[src/rtl/mvau_inp_buf_ctrl_if.sv]
// Handshake and buffer-control bundle between the MVAU input-buffer
// sequencer, the upstream activation stream, the buffer and the compute stage.
interface mvau_inp_buf_ctrl_if #(
    parameter int BUF_ADDR = 16
);
    logic                in_v;
    logic                in_rdy;
    logic                out_rdy;
    logic                out_v;
    logic                wr_en;
    logic                rd_en;
    logic [BUF_ADDR-1:0] addr;
    logic                sf_last;
    logic                nf_last;
    logic                vec_done;

    // sequencer side
    modport master (
        input  in_v, out_rdy,
        output in_rdy, out_v, wr_en, rd_en, addr, sf_last, nf_last, vec_done
    );

    // environment side (stream source, buffer, compute stage)
    modport slave (
        output in_v, out_rdy,
        input  in_rdy, out_v, wr_en, rd_en, addr, sf_last, nf_last, vec_done
    );
endinterface

[src/rtl/mvau_inp_buf_ctrl.sv]
// MVAU input-activation buffer sequencer. Fold 0 of every vector passes the
// upstream words straight through while writing them into the buffer; folds
// 1..NF-1 replay the same SF words from the buffer with the upstream stalled.
module mvau_inp_buf_ctrl #(
    parameter int SF       = 4,
    parameter int NF       = 3,
    parameter int BUF_ADDR = 16
) (
    input  logic               clk,
    input  logic               rst_n,
    mvau_inp_buf_ctrl_if.master bus
);
    localparam int SFW = (SF > 1) ? $clog2(SF) : 1;
    localparam int NFW = (NF > 1) ? $clog2(NF) : 1;

    typedef enum logic {
        S_WRITE = 1'b0,
        S_READ  = 1'b1
    } st_t;

    st_t            r_st;
    st_t            w_st_nxt;
    logic [SFW-1:0] r_sf_cnt;
    logic [NFW-1:0] r_nf_cnt;
    logic           r_vec_done;

    logic           w_sf_last;
    logic           w_nf_last;
    logic           w_out_v;
    logic           w_fire;

    assign w_sf_last = (r_sf_cnt == SFW'(SF - 1));
    assign w_nf_last = (r_nf_cnt == NFW'(NF - 1));
    assign w_fire    = w_out_v & bus.out_rdy;

    // state register
    always_ff @(posedge clk or negedge rst_n) begin
        if (!rst_n) r_st <= S_WRITE;
        else        r_st <= w_st_nxt;
    end

    // next state: only the last word of a fold can change the pass type
    always_comb begin
        w_st_nxt = r_st;
        if (w_fire && w_sf_last) begin
            case (r_st)
                S_WRITE: if (NF > 1) w_st_nxt = S_READ;
                S_READ:  if (w_nf_last) w_st_nxt = S_WRITE;
                default: w_st_nxt = S_WRITE;
            endcase
        end
    end

    // outputs: write pass is a transparent stream, read passes self-source
    always_comb begin
        w_out_v    = bus.in_v;
        bus.in_rdy = bus.out_rdy;
        bus.rd_en  = 1'b0;
        // no buffer writes while held in reset even though the stream looks ready
        bus.wr_en  = bus.in_v & bus.out_rdy & rst_n;
        if (r_st == S_READ) begin
            w_out_v    = 1'b1;
            bus.in_rdy = 1'b0;
            bus.rd_en  = 1'b1;
            bus.wr_en  = 1'b0;
        end
    end

    assign bus.out_v    = w_out_v;
    assign bus.addr     = BUF_ADDR'(r_sf_cnt);
    assign bus.sf_last  = w_sf_last;
    assign bus.nf_last  = w_nf_last;
    assign bus.vec_done = r_vec_done;

    // fold counters advance per consumed word, wrapping at the fold ends
    always_ff @(posedge clk or negedge rst_n) begin
        if (!rst_n) begin
            r_sf_cnt <= '0;
            r_nf_cnt <= '0;
        end else if (w_fire) begin
            r_sf_cnt <= w_sf_last ? '0 : r_sf_cnt + SFW'(1);
            if (w_sf_last) r_nf_cnt <= w_nf_last ? '0 : r_nf_cnt + NFW'(1);
        end
    end

    // one-cycle pulse after the final word of the final fold
    always_ff @(posedge clk or negedge rst_n) begin
        if (!rst_n) r_vec_done <= 1'b0;
        else        r_vec_done <= w_fire & w_sf_last & w_nf_last;
    end
endmodule
[src/flat_wrapper.sv]
// flat-port wrapper written by rule: the top's interface ports become plain ports
module mvau_inp_buf_ctrl_flat 
#(
    parameter int SF       = 4,
    parameter int NF       = 3,
    parameter int BUF_ADDR = 16
)
  (clk, rst_n, bus_in_v, bus_out_rdy, bus_in_rdy, bus_out_v, bus_wr_en, bus_rd_en, bus_addr, bus_sf_last, bus_nf_last, bus_vec_done);
  mvau_inp_buf_ctrl_if #(.BUF_ADDR(BUF_ADDR)) bus_i ();
  input  logic clk;
  input  logic rst_n;
  input wire logic [$bits(bus_i.in_v)-1:0] bus_in_v;
  input wire logic [$bits(bus_i.out_rdy)-1:0] bus_out_rdy;
  output wire logic [$bits(bus_i.in_rdy)-1:0] bus_in_rdy;
  output wire logic [$bits(bus_i.out_v)-1:0] bus_out_v;
  output wire logic [$bits(bus_i.wr_en)-1:0] bus_wr_en;
  output wire logic [$bits(bus_i.rd_en)-1:0] bus_rd_en;
  output wire logic [$bits(bus_i.addr)-1:0] bus_addr;
  output wire logic [$bits(bus_i.sf_last)-1:0] bus_sf_last;
  output wire logic [$bits(bus_i.nf_last)-1:0] bus_nf_last;
  output wire logic [$bits(bus_i.vec_done)-1:0] bus_vec_done;
  assign bus_i.in_v = bus_in_v;
  assign bus_i.out_rdy = bus_out_rdy;
  assign bus_in_rdy = bus_i.in_rdy;
  assign bus_out_v = bus_i.out_v;
  assign bus_wr_en = bus_i.wr_en;
  assign bus_rd_en = bus_i.rd_en;
  assign bus_addr = bus_i.addr;
  assign bus_sf_last = bus_i.sf_last;
  assign bus_nf_last = bus_i.nf_last;
  assign bus_vec_done = bus_i.vec_done;
  mvau_inp_buf_ctrl #(.SF(SF), .NF(NF), .BUF_ADDR(BUF_ADDR)) u_core (.clk(clk), .rst_n(rst_n), .bus(bus_i));
endmodule
[config.mk]
export PLATFORM = sky130hd
export DESIGN_NAME = mvau_inp_buf_ctrl_flat
export DESIGN_NICKNAME = d
export VERILOG_FILES = /design/src/rtl/mvau_inp_buf_ctrl_if.sv /design/src/rtl/mvau_inp_buf_ctrl.sv /design/src/flat_wrapper.sv
export SDC_FILE = /design/constraint.sdc
export NUM_CORES = 1
export LEC_CHECK = 0
export ABC_AREA = 0
export ABC_CLOCK_PERIOD_IN_PS = 1300
export BUFFER_PORTS_ARGS = -buffer_cell sky130_fd_sc_hd__buf_2
export CAP_MARGIN = 20
export CORE_AREA = 2 2 39 41
export CTS_CLUSTER_DIAMETER = 60
export DETAILED_ROUTE_END_ITERATION = 16
export DIE_AREA = 0 0 41 43
export GPL_ROUTABILITY_DRIVEN = 1
export SLEW_MARGIN = 20
export SYNTH_ARGS = -nofsm -noshare
export SYNTH_HDL_FRONTEND = slang
export SYNTH_SLANG_ARGS = --single-unit
[constraint.sdc]
create_clock -name clk -period 1.3 [get_ports clk]
set_input_delay 0.26 -clock clk [delete_from_list [all_inputs] [get_ports clk]]
set_output_delay 0.26 -clock clk [all_outputs]
set_load 0.02 [all_outputs]
==> out/metrics.cfg <==
[floorplan]
ioPinCount = 27
fp.dieH_um = 43
start_util_pct = 29.0
core_mm2 = 0.00138
die_area_mm2 = 0.00176
rows = 14
die_w_um = 41

[layout]
drive_gt1_share_pct = 50.0
multi_input_area_um2 = 213
nets = 65
final_cells = 74
area_growth_pct = 29.6
regArea_um2 = 153
fillCellCount = 146
diodes = 0

[cts]
cts_root_buffer = clkbuf_4
cts_tree = yes
cts.sinks = 6
path_clk_slew_ps = 40
cts_max_level = 1
cts.path.max_buffers = 2
clock_latency_ps = 250
cts-buffers-inserted = 3

[logic_synthesis]
syn_inst = 39
synth.area.top_cells = dfrtp_1, buf_4, mux2_2, ha_1, nor2b_1
post-synth-top-area-cell = dfrtp_1
ys_seq_area_share_pct = 37.4
synth_top_area_share_pct = 37.4
synth_warnings = 0
avgSynthCellArea_um2 = 10.3
synth_area_um2 = 402
synth_cell_types = 16
ys_seq_elements = 6

[timing]
final-hold-violation-count = 0
min_period_over_period_pct = 109
tns_ps = -160
layout_min_cycle_time_ps = 1410
whs_ps = 302
finalWorstSetupSlack_ps = -114
fin_skew_ps = 3.31
drv_slew = 0
rsz0062_at_grt = yes
setup_viol = 2
fmax_ghz = 0.707

[critical_path]
critPathArrivalTime_ps = 1150
crit_fanout = 3
cp-end-kind = primary output
cp-start-kind = flip-flop
crit_required_ps = 1040
critPathKind = reg2out

[placement]
dp_hpwl_um = 511
io_buffers = 12
placed_cells = 67
pre_cts_ws_ps = 73.3
place.gp.congestion = 0.638

[global_route]
grt_pass1_wl_mm = 1.03
grt_max_degree = 7
antenna_found_initial = 0
grtUsageTotal_pct = 9.50
grt_pass1_vias = 241
grt-ovfl-total = 0

[pwr]
power.internal_mw = 0.672
power_frac_comb_pct = 53.1
p_per_area_mw_per_mm2 = 2170
peakVddDrop_mv = 0.752
switching_share_pct = 40.4
clkPwrFrac_pct = 15.5
switchingPower_mw = 0.456
seqPwrFrac_pct = 31.4
leakage_nw = 0.274

[run]
max_cap_viol_count = 0

[routing]
route.detailed.drc = 0
drt-initial-drc-count = 1
drtPass1Iterations = 2
antenna_left = 0
via_count = 287
via_per_inst = 3.88
post_drt_wl_per_cell_um = 10.0
drt-total-wl_um = 741

[min_path]
min_path_type = in2reg

[status]
violations = negative setup slack
status = finished, violations left

==> cells in the mapped netlist <==
| library cell | number |
|---|---|
| nor2_1 | 2 |
| or2_2 | 1 |
| and4b_1 | 1 |
| nand3_1 | 1 |
| and3_1 | 1 |
| buf_4 | 14 |
| o21ai_0 | 1 |
| mux2i_1 | 1 |
| nor2b_1 | 2 |
| and2_1 | 1 |
| conb_1 | 1 |
| dfrtp_1 | 6 |
| ha_1 | 1 |
| o211ai_1 | 1 |
| mux2_2 | 4 |
| and2b_2 | 1 |
==> worst max-delay path, stage by stage, from the launching register on <==
cell and delay, ps:
dfrtp_2 400, and2b_2 220, and3_4 180, buf_6 110
==> final cells by class <==
class                   instances  share of cell area, %
multi-input cells              32                   40.9
well taps                      16                   3.85
flip-flops and latches          6                   29.3
repair buffers                 17                   21.6
clock buffers                   3                   4.33
==> layer usage <==
layer	track usage (%)	part of all wire, %	wire [µm]
met1	9.54	38	283
met2	14.7	56	417
met3	3.14	5.3	39
met4	8.00	0	0
met5	0	0	0
==> through the flow <==
step                      total power, mW  cell area [µm²]  util, %
after floorplan                     0.762              467        -
after global placement              0.855              449     32.5
after detailed placement            0.872              449     32.5
after CTS                            1.10              505     36.5
after global routing                 1.21              520     37.6
final                                1.13              520     37.6
==> state kept, by name, indices dropped and copies added (netlist names) <==
register and count:
u_core.bus.vec_done 1, u_core.r_nf_cnt 2, u_core.r_sf_cnt 2, u_core.r_st 1
==> logic make-up after synthesis <==
family,synth area share [%]
buf+inv,26.2
simple gates,15.6
flops,37.4
mux,13.7
compound gates,3.11
fa+ha+maj,3.11
other cells,0.934
==> power groups by stage <==
| stage | sequential, mW | combinational (mW) | clock, mW |
|---|---|---|---|
| global placement | 0.363 | 0.492 | 0 |
| floorplan | 0.416 | 0.346 | 0 |
| CTS | 0.354 | 0.557 | 0.190 |
| finish | 0.355 | 0.599 | 0.175 |
| detailed placement | 0.369 | 0.503 | 0 |
| global route | 0.361 | 0.658 | 0.195 |
==> placed cells by master, fill, tap and decap left out, drive strengths merged, types with 2 or more instances in the layout <==
master | synthesis | routed
buf | 14 | 16
conb | 1 | 14
dfrtp | 6 | 6
mux2 | 4 | 4
clkbuf | 0 | 3
nor2b | 2 | 2
nor2 | 2 | 2
==> path summary, 6_finish.rpt <==
check | from | endpoint | slack, ps | cells past startpoint
worst max-delay path | u_core.r_st$_DFFE_PN0P_ | bus_wr_en | -110 | 3
worst min-delay path | bus_out_rdy | u_core.r_st$_DFFE_PN0P_ | 300 | 3
worst max register to register | u_core.r_st$_DFFE_PN0P_ | u_core.r_nf_cnt[0]$_DFFE_PN0P_ | 50 | 3
worst min register to register | u_core.r_st$_DFFE_PN0P_ | u_core.r_st$_DFFE_PN0P_ | 580 | 2
max in group asynchronous | rst_n | u_core.r_st$_DFFE_PN0P_ | 520 | 3
min in group asynchronous | rst_n | u_core.bus.vec_done$_DFF_PN0_ | 530 | 3
==> repair_timing <==
action,CTS,global route
setup endpoints to repair,3,6
buffers inserted,1,2
hold buffers,1,0
pin swaps,1,1
endpoints found under the hold margin,6,0
resized for setup,6,0
No activity file was read; power rests on OpenSTA's default activity.
